$ cat src/rtl/mem_lsu_if.sv
// Data-bus bundle between the load/store unit (master) and memory (slave): req/ack handshake,
// where write fields travel with req and read data is valid with ack.
interface mem_lsu_if;
  logic        bus_req;
  logic        bus_we;
  logic [3:0]  bus_be;
  logic [31:0] bus_addr;
  logic [31:0] bus_wdata;
  logic        bus_ack;
  logic [31:0] bus_rdata;

  modport master (
    output bus_req, bus_we, bus_be, bus_addr, bus_wdata,
    input  bus_ack, bus_rdata
  );

  modport slave (
    input  bus_req, bus_we, bus_be, bus_addr, bus_wdata,
    output bus_ack, bus_rdata
  );
endinterface

$ cat src/rtl/mem_lsu.sv
// MEM-stage load/store unit: one req/ack bus access per aligned memory op, done_o two cycles after
// valid_i at best; stall_o holds upstream until the access completes or times out (berr_o).
module mem_lsu #(
  parameter int unsigned TIMEOUT = 255
) (
  input  logic        clk,
  input  logic        rst,
  input  logic        valid_i,
  input  logic [3:0]  op_i,
  input  logic [31:0] addr_i,
  input  logic [31:0] wdata_i,
  input  logic        flush_i,
  mem_lsu_if.master   bus,
  output logic        stall_o,
  output logic        done_o,
  output logic [31:0] rdata_o,
  output logic        adel_o,
  output logic        ades_o,
  output logic [31:0] badvaddr_o,
  output logic        berr_o
);
  localparam int CW = (TIMEOUT > 0) ? $clog2(TIMEOUT + 1) : 1;

  typedef enum logic [1:0] {IDLE, REQ, DONE} state_t;

  state_t        state_q, state_d;
  logic          req_q, req_d, we_q, we_d, drop_q, drop_d;
  logic          sext_q, sext_d, berr_q, berr_d;
  logic [3:0]    be_q, be_d;
  logic [31:0]   addr_q, addr_d, wdata_q, wdata_d, rdata_q, rdata_d;
  logic [1:0]    lane_q, lane_d, size_q, size_d;
  logic [CW-1:0] cnt_q, cnt_d;

  logic          is_load, is_store, sext_op, misaligned, start, timeout_hit, dropping;
  logic [1:0]    size_op;
  logic [3:0]    be_op;
  logic [31:0]   wdata_op, load_ext;
  logic [7:0]    ld_b;
  logic [15:0]   ld_h;

  // size_op: 0 byte, 1 halfword, 2 word
  always_comb begin
    is_load  = 1'b0;
    is_store = 1'b0;
    sext_op  = 1'b0;
    size_op  = 2'd0;
    case (op_i)
      4'd1: begin is_load  = 1'b1; sext_op = 1'b1; size_op = 2'd0; end
      4'd2: begin is_load  = 1'b1;                 size_op = 2'd0; end
      4'd3: begin is_load  = 1'b1; sext_op = 1'b1; size_op = 2'd1; end
      4'd4: begin is_load  = 1'b1;                 size_op = 2'd1; end
      4'd5: begin is_load  = 1'b1;                 size_op = 2'd2; end
      4'd6: begin is_store = 1'b1;                 size_op = 2'd0; end
      4'd7: begin is_store = 1'b1;                 size_op = 2'd1; end
      4'd8: begin is_store = 1'b1;                 size_op = 2'd2; end
      default: ;
    endcase
    misaligned = ((size_op == 2'd1) && addr_i[0]) ||
                 ((size_op == 2'd2) && (addr_i[1:0] != 2'b00));
    be_op    = 4'b1111;
    wdata_op = wdata_i;
    case (size_op)
      2'd0: begin be_op = 4'b0001 << addr_i[1:0]; wdata_op = {4{wdata_i[7:0]}}; end
      2'd1: begin be_op = addr_i[1] ? 4'b1100 : 4'b0011; wdata_op = {2{wdata_i[15:0]}}; end
      default: ;
    endcase
  end

  assign adel_o     = valid_i && is_load  && misaligned && !flush_i;
  assign ades_o     = valid_i && is_store && misaligned && !flush_i;
  assign badvaddr_o = (adel_o || ades_o) ? addr_i : 32'd0;
  assign start      = (state_q == IDLE) && valid_i && (is_load || is_store) && !misaligned && !flush_i;

  // The counter value is the number of REQ cycles already spent without ack.
  assign timeout_hit = (TIMEOUT != 0) && ((32'(cnt_q) + 32'd1) == TIMEOUT);
  assign dropping    = drop_q || flush_i;

  always_comb begin
    ld_b     = 8'(bus.bus_rdata >> {lane_q, 3'b000});
    ld_h     = lane_q[1] ? bus.bus_rdata[31:16] : bus.bus_rdata[15:0];
    load_ext = bus.bus_rdata;
    case (size_q)
      2'd0:    load_ext = {{24{sext_q & ld_b[7]}}, ld_b};
      2'd1:    load_ext = {{16{sext_q & ld_h[15]}}, ld_h};
      default: ;
    endcase
  end

  always_comb begin
    state_d = state_q;
    req_d   = req_q;
    we_d    = we_q;
    be_d    = be_q;
    addr_d  = addr_q;
    wdata_d = wdata_q;
    lane_d  = lane_q;
    size_d  = size_q;
    sext_d  = sext_q;
    drop_d  = drop_q;
    cnt_d   = cnt_q;
    rdata_d = rdata_q;
    berr_d  = berr_q;
    stall_o = 1'b0;
    case (state_q)
      IDLE: begin
        if (start) begin
          state_d = REQ;
          stall_o = 1'b1;
          req_d   = 1'b1;
          we_d    = is_store;
          be_d    = be_op;
          addr_d  = {addr_i[31:2], 2'b00};
          wdata_d = is_store ? wdata_op : 32'd0;
          lane_d  = addr_i[1:0];
          size_d  = size_op;
          sext_d  = sext_op;
          drop_d  = 1'b0;
          cnt_d   = '0;
        end
      end
      REQ: begin
        stall_o = 1'b1;
        if (cnt_q != {CW{1'b1}}) cnt_d = cnt_q + CW'(1);
        if (flush_i) drop_d = 1'b1;
        if (bus.bus_ack || timeout_hit) begin
          req_d = 1'b0;
          if (dropping) begin
            state_d = IDLE;
          end else begin
            state_d = DONE;
            rdata_d = (bus.bus_ack && !we_q) ? load_ext : 32'd0;
            berr_d  = !bus.bus_ack;
          end
        end
      end
      DONE: begin
        state_d = IDLE;
        rdata_d = 32'd0;
        berr_d  = 1'b0;
      end
      default: state_d = IDLE;
    endcase
  end

  always_ff @(posedge clk) begin
    if (rst) begin
      state_q <= IDLE;
      req_q   <= 1'b0;
      we_q    <= 1'b0;
      be_q    <= 4'd0;
      addr_q  <= 32'd0;
      wdata_q <= 32'd0;
      lane_q  <= 2'd0;
      size_q  <= 2'd0;
      sext_q  <= 1'b0;
      drop_q  <= 1'b0;
      cnt_q   <= '0;
      rdata_q <= 32'd0;
      berr_q  <= 1'b0;
    end else begin
      state_q <= state_d;
      req_q   <= req_d;
      we_q    <= we_d;
      be_q    <= be_d;
      addr_q  <= addr_d;
      wdata_q <= wdata_d;
      lane_q  <= lane_d;
      size_q  <= size_d;
      sext_q  <= sext_d;
      drop_q  <= drop_d;
      cnt_q   <= cnt_d;
      rdata_q <= rdata_d;
      berr_q  <= berr_d;
    end
  end

  assign bus.bus_req   = req_q;
  assign bus.bus_we    = we_q;
  assign bus.bus_be    = be_q;
  assign bus.bus_addr  = addr_q;
  assign bus.bus_wdata = wdata_q;
  assign done_o        = (state_q == DONE);
  assign rdata_o       = rdata_q;
  assign berr_o        = berr_q;
endmodule

$ cat src/flat_wrapper.sv
// flat-port wrapper written by rule: the top's interface ports become plain ports
module mem_lsu_flat 
#(
  parameter int unsigned TIMEOUT = 255
)
  (clk, rst, valid_i, op_i, addr_i, wdata_i, flush_i, stall_o, done_o, rdata_o, adel_o, ades_o, badvaddr_o, berr_o, bus_bus_req, bus_bus_we, bus_bus_be, bus_bus_addr, bus_bus_wdata, bus_bus_ack, bus_bus_rdata);
  mem_lsu_if bus_i ();
  input  logic clk;
  input  logic rst;
  input  logic valid_i;
  input  logic [3:0] op_i;
  input  logic [31:0] addr_i;
  input  logic [31:0] wdata_i;
  input  logic flush_i;
  output logic stall_o;
  output logic done_o;
  output logic [31:0] rdata_o;
  output logic adel_o;
  output logic ades_o;
  output logic [31:0] badvaddr_o;
  output logic berr_o;
  output wire logic [$bits(bus_i.bus_req)-1:0] bus_bus_req;
  output wire logic [$bits(bus_i.bus_we)-1:0] bus_bus_we;
  output wire logic [$bits(bus_i.bus_be)-1:0] bus_bus_be;
  output wire logic [$bits(bus_i.bus_addr)-1:0] bus_bus_addr;
  output wire logic [$bits(bus_i.bus_wdata)-1:0] bus_bus_wdata;
  input wire logic [$bits(bus_i.bus_ack)-1:0] bus_bus_ack;
  input wire logic [$bits(bus_i.bus_rdata)-1:0] bus_bus_rdata;
  assign bus_bus_req = bus_i.bus_req;
  assign bus_bus_we = bus_i.bus_we;
  assign bus_bus_be = bus_i.bus_be;
  assign bus_bus_addr = bus_i.bus_addr;
  assign bus_bus_wdata = bus_i.bus_wdata;
  assign bus_i.bus_ack = bus_bus_ack;
  assign bus_i.bus_rdata = bus_bus_rdata;
  mem_lsu #(.TIMEOUT(TIMEOUT)) u_core (.clk(clk), .rst(rst), .valid_i(valid_i), .op_i(op_i), .addr_i(addr_i), .wdata_i(wdata_i), .flush_i(flush_i), .bus(bus_i), .stall_o(stall_o), .done_o(done_o), .rdata_o(rdata_o), .adel_o(adel_o), .ades_o(ades_o), .badvaddr_o(badvaddr_o), .berr_o(berr_o));
endmodule
$ cat config.mk
export PLATFORM = sky130hd
export DESIGN_NAME = mem_lsu_flat
export DESIGN_NICKNAME = d
export VERILOG_FILES = /design/src/rtl/mem_lsu_if.sv /design/src/rtl/mem_lsu.sv /design/src/flat_wrapper.sv
export SDC_FILE = /design/constraint.sdc
export NUM_CORES = 1
export LEC_CHECK = 0
export ABC_AREA = 1
export CAP_MARGIN = 25
export CORE_MARGIN = 10
export CORE_UTILIZATION = 44
export DETAILED_ROUTE_END_ITERATION = 6
export PLACE_DENSITY = 0.92
export REMOVE_ABC_BUFFERS = 1
export SLEW_MARGIN = 30
export SYNTH_ARGS = -nofsm -noshare
export SYNTH_HDL_FRONTEND = slang
export SYNTH_SLANG_ARGS = --single-unit
$ cat constraint.sdc
create_clock -name clk -period 2.42 [get_ports clk]
set_clock_uncertainty 0.1 [all_clocks]
set_input_delay 0.605 -clock clk [delete_from_list [all_inputs] [get_ports clk]]
set_output_delay 0.605 -clock clk [all_outputs]
set_load 0.01 [all_outputs]
**Yosys cells after proc, flatten, opt, wreduce, memory -nomap -nowiden**

Index checks and enable logic that the tools add are counted.

- Bits in read-only memories: 0
- Bits in latches: 0
- Output and inout port bits: 139
- Input bits: 105
- Memories: 0
- Bits in registers: 117
- RAM bits: 0

- $lt $le $gt $ge: 0
- Reductions and logical operators: 39
- Add/sub/neg operators: 2
- Muxes and demuxes: 33
- Shift-type cells: 2
- Divide/modulo/power cells: 0
- Bitwise operators: 2
- Multipliers: 0
- Eq/ne operators: 20

Operator list:

| kind | count |
|---|---|
| 32-bit case mux with 2 select lines | 3 |
| 32-bit 2-to-1 mux | 5 |
| 32-bit by 8-bit == test with 1-bit output, second input constant | 1 |
| 32-bit by 5-bit right shift with 8-bit output | 1 |
| 4-bit by 3-bit == test with 1-bit output, second input constant | 4 |
| 16-bit 2-to-1 mux | 1 |
| 8-bit 2-to-1 mux | 2 |
| 8-bit case mux with 2 select lines | 1 |
| 1-bit logical AND | 13 |
| 3-bit AND reduction | 4 |
| 1-bit 2-to-1 mux | 10 |
| 8-bit by 1-bit adder with 9-bit output, second input constant | 1 |
| 8-bit by 1-bit adder with 8-bit output, second input constant | 1 |
| 4-bit by 2-bit == test with 1-bit output, second input constant | 2 |
| 8-bit != test, second input constant | 1 |
| 1-bit case mux with 2 select lines | 4 |
| 2-bit case mux with 2 select lines | 2 |
| 4-bit case mux with 2 select lines | 1 |
| 2-bit by 1-bit == test with 1-bit output, second input constant | 3 |
| 2-bit logical NOT | 3 |
| 2-bit 2-to-1 mux | 3 |
| 2-bit by 1-bit != test with 1-bit output, second input constant | 3 |
| 2-bit nonzero test | 3 |
| 3-bit OR reduction | 2 |
| other kinds (12) | 24 |

**Logic depth before layout (Yosys ltp)**

Gate-level depths: netlist (run 1).

- Depth after elaboration: 11
- Mapped depth: 14
- Mapped depth without buffers: 13

**Least setup slack after synthesis (run 1)**

OpenSTA, ideal clock, no wires.

- Path type: input to output
- Start point: input op_i[1]
- End point: output badvaddr_o[10]
- Setup slack: -0.106 ns
- Cell stages on the path: 10
- Data arrival time: 1.821 ns
- Cell sequence: inv_1 > nand2_1 > nand2_1 > nand3_1 > nand2_4 > nand2_1 > nor2_2 > nor2_2 > buf_2 > nor2_1

- Longest elaborated chain between the ends: 10
- Elaborated cells between the ends (all ways): 28

Ends and longest elaborated chain:

| element | line | RTL |
|---|---|---|
| start: declaration | flat_wrapper.sv:11 | `input logic [3:0] op_i;` |
| 4-bit by 2-bit == test with 1-bit output, or another cell as far along | mem_lsu.sv:47 | `case (op_i)` |
| 3-bit OR reduction (no line) or 2-bit OR reduction (tied branches) | -- |  |
| 2-bit case mux with 2 select lines | mem_lsu.sv:47 |  |
| 2-bit by 1-bit == test with 1-bit output or 2-bit == test (tied branches) | mem_lsu.sv:58, mem_lsu.sv:59 |  |
| 1-bit logical AND (on tied branches) | mem_lsu.sv:58, mem_lsu.sv:59 |  |
| 1-bit logical OR | mem_lsu.sv:58 | `misaligned = ((size_op == 2'd1) && addr_i[0]) \|\|` |
| 1-bit logical AND (*) (2 in a row) | mem_lsu.sv:69 | `assign adel_o = valid_i && is_load && misaligned && !flush_i;` |
| named net adel_o | flat_wrapper.sv:18 | `output logic adel_o;` |
| 1-bit logical OR (*) | mem_lsu.sv:71 | `assign badvaddr_o = (adel_o \|\| ades_o) ? addr_i : 32'd0;` |
| 32-bit 2-to-1 mux (*) | mem_lsu.sv:71 |  |
| end: declaration | flat_wrapper.sv:20 | `output logic [31:0] badvaddr_o;` |

The timed path passes the listed nets; every way through them passes the cells marked *.

**Final worst setup path (run 1)**

- Start point: input op_i[3]
- End point: output badvaddr_o[28]

- Longest elaborated chain between the ends: 10
- Elaborated cells between the ends (all ways): 28

Ends and longest elaborated chain:

| element | line |
|---|---|
| 4-bit by 2-bit == test with 1-bit output, or another cell as far along | mem_lsu.sv:47 |
| 3-bit OR reduction (no line) or 2-bit OR reduction (tied branches) | -- |
| 2-bit case mux with 2 select lines | mem_lsu.sv:47 |
| 2-bit by 1-bit == test with 1-bit output or 2-bit == test (tied branches) | mem_lsu.sv:58, mem_lsu.sv:59 |
| 1-bit logical AND (on tied branches) | mem_lsu.sv:58, mem_lsu.sv:59 |
| 1-bit logical OR | mem_lsu.sv:58 |
| 1-bit logical AND (on tied branches) (2 in a row) | mem_lsu.sv:69, mem_lsu.sv:70 |
| 1-bit logical OR (*) | mem_lsu.sv:71 |
| 32-bit 2-to-1 mux (*) | mem_lsu.sv:71 |

Every way passes the cells marked *; elsewhere a longest branch is shown, timed or not.

==> impl_metrics.json, run 1 <==
{
  "vias_per_cell": 6.17,
  "synth_commonest_cells": "nand2_1, nor2_1, dfxtp_1",
  "wl_per_cell_um": 24.7,
  "hpwl_um": 17100,
  "synthArstFlopShare_pct": 0,
  "worst_setup_path_end_kind": "primary output",
  "synth.largest_area_cell": "dfxtp_1",
  "drive_gt1_share_pct": 22.1,
  "clock.fmax_ghz": 0.338,
  "max_stage_delay_ps": 210,
  "nFillCells": 794,
  "cap_violations": 0,
  "antenna_left": 0,
  "period_share_pct": 122,
  "clockBufferDepth": 2,
  "yosysWarningCount": 0,
  "syn_area_per_cell_um2": 6.50,
  "min_path_cells": 2,
  "firstDrtPassIters": 7,
  "placedCellCount": 1390,
  "cts_hold_buf": 0,
  "num_io_pins": 244,
  "rr_worst_depth": 9,
  "grt_max_degree": 73,
  "worstPathMaxFanout": 8,
  "critPathTopFamily": "simple AND/OR/NAND/NOR gates",
  "ir_worst_vdd_mv": 0.539,
  "vias": 9016,
  "portBuffers": 241,
  "antenna_found_initial": 0,
  "route.detailed.drc": 21,
  "ys_ff_latch": 117,
  "fin_util_pct": 76.4,
  "synthTopCellsByArea": "dfxtp_1, nand2_1, a21oi_1, nor2_1, nand3_1",
  "outcome": "finished, violations left",
  "drv_slew": 0,
  "setup_viol": 56,
  "synth_top_area_share_pct": 37.8,
  "fin_ws_ps": -541,
  "rsz0062_at_grt": "true",
  "hold_viol": 0,
  "grt_pass1_vias": 8243,
  "grt_usage_pct": 29.0,
  "drtIter0Drc": 1922,
  "antenna_cells": 0,
  "ys_seq_area_share_pct": 37.8,
  "syn_to_final_growth_pct": 70.5,
  "path_class": "input port to primary output",
  "clk_pin_slew_ps": 50,
  "synth_cell_types": 34,
  "synthesis.area_mm2": 0.00620,
  "slew_headroom_pct": 53.4,
  "cts_root_buf": "clkbuf_16",
  "drt_wl_total_um": 36100,
  "grt_pass1_wl_um": 45400,
  "timing.reg2reg.setup_slack_ps": -190,
  "critical_path.most_common_cell": "nand2_4",
  "die_y_um": 139,
  "final_nets": 1380,
  "clock_latency_ps": 430,
  "crit_buf_inv": 4,
  "gp_congestion": 0.929,
  "syn_inst": 954,
  "coreArea_mm2": 0.0138,
  "gr-total-overflow": 0,
  "violations": "design-rule violations, negative setup slack",
  "powerDensity_mw_per_mm2": 830,
  "tightest_slew_ps": 691,
  "fp-row-count": 43,
  "worstPathArrival_ps": 2260,
  "start_util_pct": 44.8,
  "final_cells": 1461,
  "worstSetupStartpointType": "input port",
  "critPathSlowestCell": "nor2_4",
  "die_area_mm2": 0.0192,
  "cp.required_ps": 1710,
  "clkSinkCount": 117,
  "synth-main-ff-cell": "dfxtp_1",
  "numCtsBuffers": 17,
  "period_minus_slack_ps": 2960,
  "pre_cts_ws_ps": -1290,
  "cts_tree": "yes",
  "synth-edff-count": 0,
  "h-tree-depth": 4,
  "cp.depth": 13,
  "die_w_um": 139,
  "p_leak_nw": 4.54,
  "cp_cell_sequence": "buf_12, nor2_4, nand3_2, nand2_4, nand2_4, nand2_4, nand2_4, nor2_4, buf_6, nor2_4, buf_16, nor2_1, buf_2",
  "post-synth-top-count-cell": "nand2_1",
  "hold_class": "register to register"
}
-- worst paths after layout --
kind | startpoint | endpoint
worst max-delay path | op_i[3] | badvaddr_o[28]
worst min-delay path | u_core.bus.bus_wdata[6]$_SDFFE_PP0P_ | u_core.bus.bus_wdata[6]$_SDFFE_PP0P_
worst max register to register | u_core.cnt_q[0]$_SDFFE_PP0P_ | u_core.cnt_q[5]$_SDFFE_PP0P_
worst min register to register | u_core.bus.bus_wdata[6]$_SDFFE_PP0P_ | u_core.bus.bus_wdata[6]$_SDFFE_PP0P_
-- layout by cell type, fill, tap and decap left out, types with 10 or more instances in the layout --
| master | count |
|---|---|
| nor2_4 | 30 |
| a21oi_1 | 111 |
| inv_1 | 80 |
| buf_2 | 16 |
| buf_4 | 93 |
| nand3_1 | 80 |
| nor2_2 | 10 |
| buf_6 | 32 |
| or2_2 | 20 |
| clkbuf_16 | 18 |
| nor2_1 | 94 |
| dfxtp_1 | 117 |
| buf_12 | 13 |
| nand2_4 | 10 |
| nand2_1 | 212 |
| clkdlybuf4s50_1 | 198 |
| o21ai_0 | 58 |
-- per-stage QoR --
stage | hold WS, ps | instance area, µm² | total power [W] | TNS [ps]
6_report | 366 | 10600 | 0.00878 | -14860
4_1_cts | 365 | 10200 | 0.00834 | -4890
3_5_place_dp | 357 | 9250 | 0.00562 | -78840
5_1_grt | 388 | 10600 | 0.00910 | -13930
3_3_place_gp | 348 | 9240 | 0.00552 | -77080
2_1_floorplan | 355 | 5910 | 0.00383 | -98660
-- report_power, final --
group	internal, W	switching, W	total, W
sequential	0.00228	0.000258	0.00254
combinational	0.00157	0.00194	0.00350
clock	0.00175	0.000980	0.00273
total	0.00560	0.00317	0.00878
-- flip-flops by register name, summed over array words and instances, names as in the netlist --
register and flops:
u_core.rdata_o 32, u_core.bus.bus_wdata 32, u_core.sext_q 1, u_core.bus.bus_addr 30
u_core.lane_q 2, u_core.bus.bus_be 4, u_core.size_q 2, u_core.bus.bus_req 1
u_core.bus.bus_we 1, u_core.cnt_q 8, u_core.state_q 2, u_core.drop_q 1
u_core.berr_o 1
-- kinds of logic (layout without fill, tap and decap cells) --
family / Yosys count / count (layout) / share of synthesized area, %
buffers and inverters: 152 / 477 / 10.1
adder cells (fa/ha/maj): 6 / 6 / 1.21
AO/OA/AOI/OAI: 195 / 195 / 17.0
other: 1 / 2 / 0.0605
flip-flops: 117 / 117 / 37.8
AND/OR/NAND/NOR: 483 / 484 / 33.9
-- area by class of cell --
class / instances / area (µm²) / area share [%]
flip-flops and latches: 117 / 2340 / 22.2
clock inverters: 7 / 119 / 1.12
repair buffers: 357 / 3460 / 32.7
multi-input cells: 687 / 3570 / 33.8
clock buffers: 24 / 502 / 4.75
well taps: 180 / 225 / 2.13
inverters: 89 / 349 / 3.30
-- metal layers --
| layer | global-route usage, % | wire length [µm] |
|---|---|---|
| met5 | 0 | 0 |
| met4 | 15.8 | 2940 |
| met3 | 11.6 | 5580 |
| met2 | 49.4 | 15900 |
| met1 | 29.9 | 11700 |
-- worst min-delay path: cells and delay by family (launching register included) --
kind,cells,cell delay (ps)
simple gates,1,60
flops,1,310
compound gates,1,50
-- repair_timing --
item                                    4_1_cts  5_1_grt
gates cloned                                  2        1
resized for setup                           219       85
buffers inserted                             34       10
pin swaps                                    18       25
endpoints found under the setup margin       79       70
Note: power is estimated with default switching activity, not from simulation.
==> run 2, diff against run 1 <==
--- a/config.mk
+++ b/config.mk
@@ -7,7 +7,7 @@
 export LEC_CHECK = 0
 export ABC_AREA = 1
 export CAP_MARGIN = 25
-export CORE_MARGIN = 10
+export CORE_MARGIN = 5
 export CORE_UTILIZATION = 44
 export DETAILED_ROUTE_END_ITERATION = 6
 export PLACE_DENSITY = 0.92
==> impl_metrics.json, run 2 (synthesis results as in run 1) <==
{
  "power_w": 0.00824,
  "clkSinkCount": 117,
  "cp.required_ps": 1710,
  "clk_pin_slew_ps": 60,
  "outcome": "finished, violations left",
  "path_class": "input port to primary output",
  "portBuffers": 241,
  "fin_ws_ps": -294,
  "ir_worst_vdd_mv": 0.576,
  "final_common_cell": "nand2_1",
  "slew_headroom_pct": 61.3,
  "cts_hold_buf": 0,
  "cts_tree": "yes",
  "tightest_slew_ps": 581,
  "cp_cell_sequence": "buf_12, inv_2, nor2_2, nand2_2, nand2_4, nand2_4, nand2_4, nand2_4, nor2_4, buf_6, nor2_4, clkbuf_16, nor2_2, buf_2",
  "drv_slew": 0,
  "violations": "negative setup slack",
  "antenna_found_initial": 0,
  "critPathTopFamily": "simple AND/OR/NAND/NOR gates",
  "critPathSlowestCell": "clkbuf_16",
  "num_io_pins": 244,
  "gr-total-overflow": 0,
  "start_util_pct": 44.8,
  "cts_root_buf": "clkbuf_16",
  "period_share_pct": 112,
  "period_minus_slack_ps": 2710,
  "powerDensity_mw_per_mm2": 809,
  "seqCellArea_mm2": 0.00234,
  "worstSetupStartpointType": "input port",
  "drive_gt1_share_pct": 20.3,
  "most-common-layout-cells": "nand2_1, clkdlybuf4s50_1, dfxtp_1",
  "worst_setup_path_end_kind": "primary output",
  "hpwl_um": 15800,
  "p_leak_nw": 4.37,
  "syn_to_final_growth_pct": 64.3,
  "h-tree-depth": 4,
  "crit_buf_inv": 5,
  "rsz0062_at_grt": "true",
  "hold_viol": 0,
  "drt_wl_total_um": 26800,
  "grt_max_degree": 66,
  "vias": 7986,
  "clock.fmax_ghz": 0.368,
  "multi_input_area_mm2": 0.00351,
  "tns_ps": -7600,
  "critical_path.most_common_cell": "nand2_4",
  "drtIter0Drc": 1040,
  "nFillCells": 936,
  "antenna_left": 0,
  "max_stage_delay_ps": 220,
  "clockBufferDepth": 2,
  "coreArea_mm2": 0.0138,
  "antenna_cells": 0,
  "vias_per_cell": 5.56,
  "final_nets": 1355,
  "clock_latency_ps": 410,
  "grt_pass1_vias": 7291,
  "wl_per_cell_um": 18.7,
  "hold_class": "register to register",
  "numCtsBuffers": 17,
  "worstPathMaxFanout": 7,
  "whs_ps": 362,
  "cap_violations": 0,
  "die_area_mm2": 0.0166,
  "grt_usage_pct": 26.9,
  "firstDrtPassIters": 6,
  "worstPathArrival_ps": 2010,
  "gp_congestion": 0.914,
  "setup_viol": 34,
  "die_y_um": 129,
  "route.detailed.drc": 0,
  "grt_pass1_wl_um": 35600,
  "fp-row-count": 43,
  "die_w_um": 129
}
run 2: power breakdown:
part | total, W | switching [W] | internal [W]
Combinational | 0.00322 | 0.00171 | 0.00152
Clock | 0.00252 | 0.000972 | 0.00155
Sequential | 0.00250 | 0.000222 | 0.00228
Total | 0.00824 | 0.00290 | 0.00534
run 2: per-stage QoR:
stage	setup slack [ps]	util [%]	instances	instance area [µm²]
2_1_floorplan	-2440	-	892	5910
3_3_place_gp	-1430	66.9	1392	9240
3_5_place_dp	-1300	66.9	1392	9250
4_1_cts	-172	71.2	1431	9840
5_1_grt	-319	73.7	1437	10200
6_report	-294	73.7	1437	10200
run 2: tightest hold or removal path: cells and delay by family, from the launching register on:
family / cells / cell delay [ps]
compound gates: 1 / 50
simple gates: 1 / 60
flops: 1 / 310
run 2: final timing paths:
kind | cells past startpoint | endpoint | from | slack (ps)
setup / recovery | 14 | badvaddr_o[6] | op_i[3] | -290
hold / removal | 2 | u_core.bus.bus_wdata[15]$_SDFFE_PP0P_ | u_core.bus.bus_wdata[15]$_SDFFE_PP0P_ | 360
setup reg to reg | 9 | u_core.state_q[1]$_SDFFE_PP0P_ | u_core.state_q[0]$_SDFFE_PP0P_ | 210
hold reg to reg | 2 | u_core.bus.bus_wdata[15]$_SDFFE_PP0P_ | u_core.bus.bus_wdata[15]$_SDFFE_PP0P_ | 360
run 2: cell type report:
cell class                 instances  area share, %
clock inverter                    14           1.51
sequential                       117           23.0
tap                              180           2.21
multi-input combinational        687           34.4
inverter                          89           3.38
timing repair buffer             332           31.2
clock buffer                      18           4.31
run 2: what timing repair did:
| action | in CTS | in global routing |
|---|---|---|
| resized for setup | 190 | 75 |
| pin swaps | 12 | 12 |
| setup buffers | 6 | 6 |
| setup endpoints to repair | 70 | 39 |
| cloned | 1 | 1 |
run 2: layer usage:
metal  share of wire, %  global-route usage [%]  vias to the layer above
met1                 35                    30.7                     3572
li1                   -                       -                     3656
met3                 11                    7.35                      142
met5                  0                       0                        -
met4                6.5                    14.8                        0
met2                 47                    45.7                      616
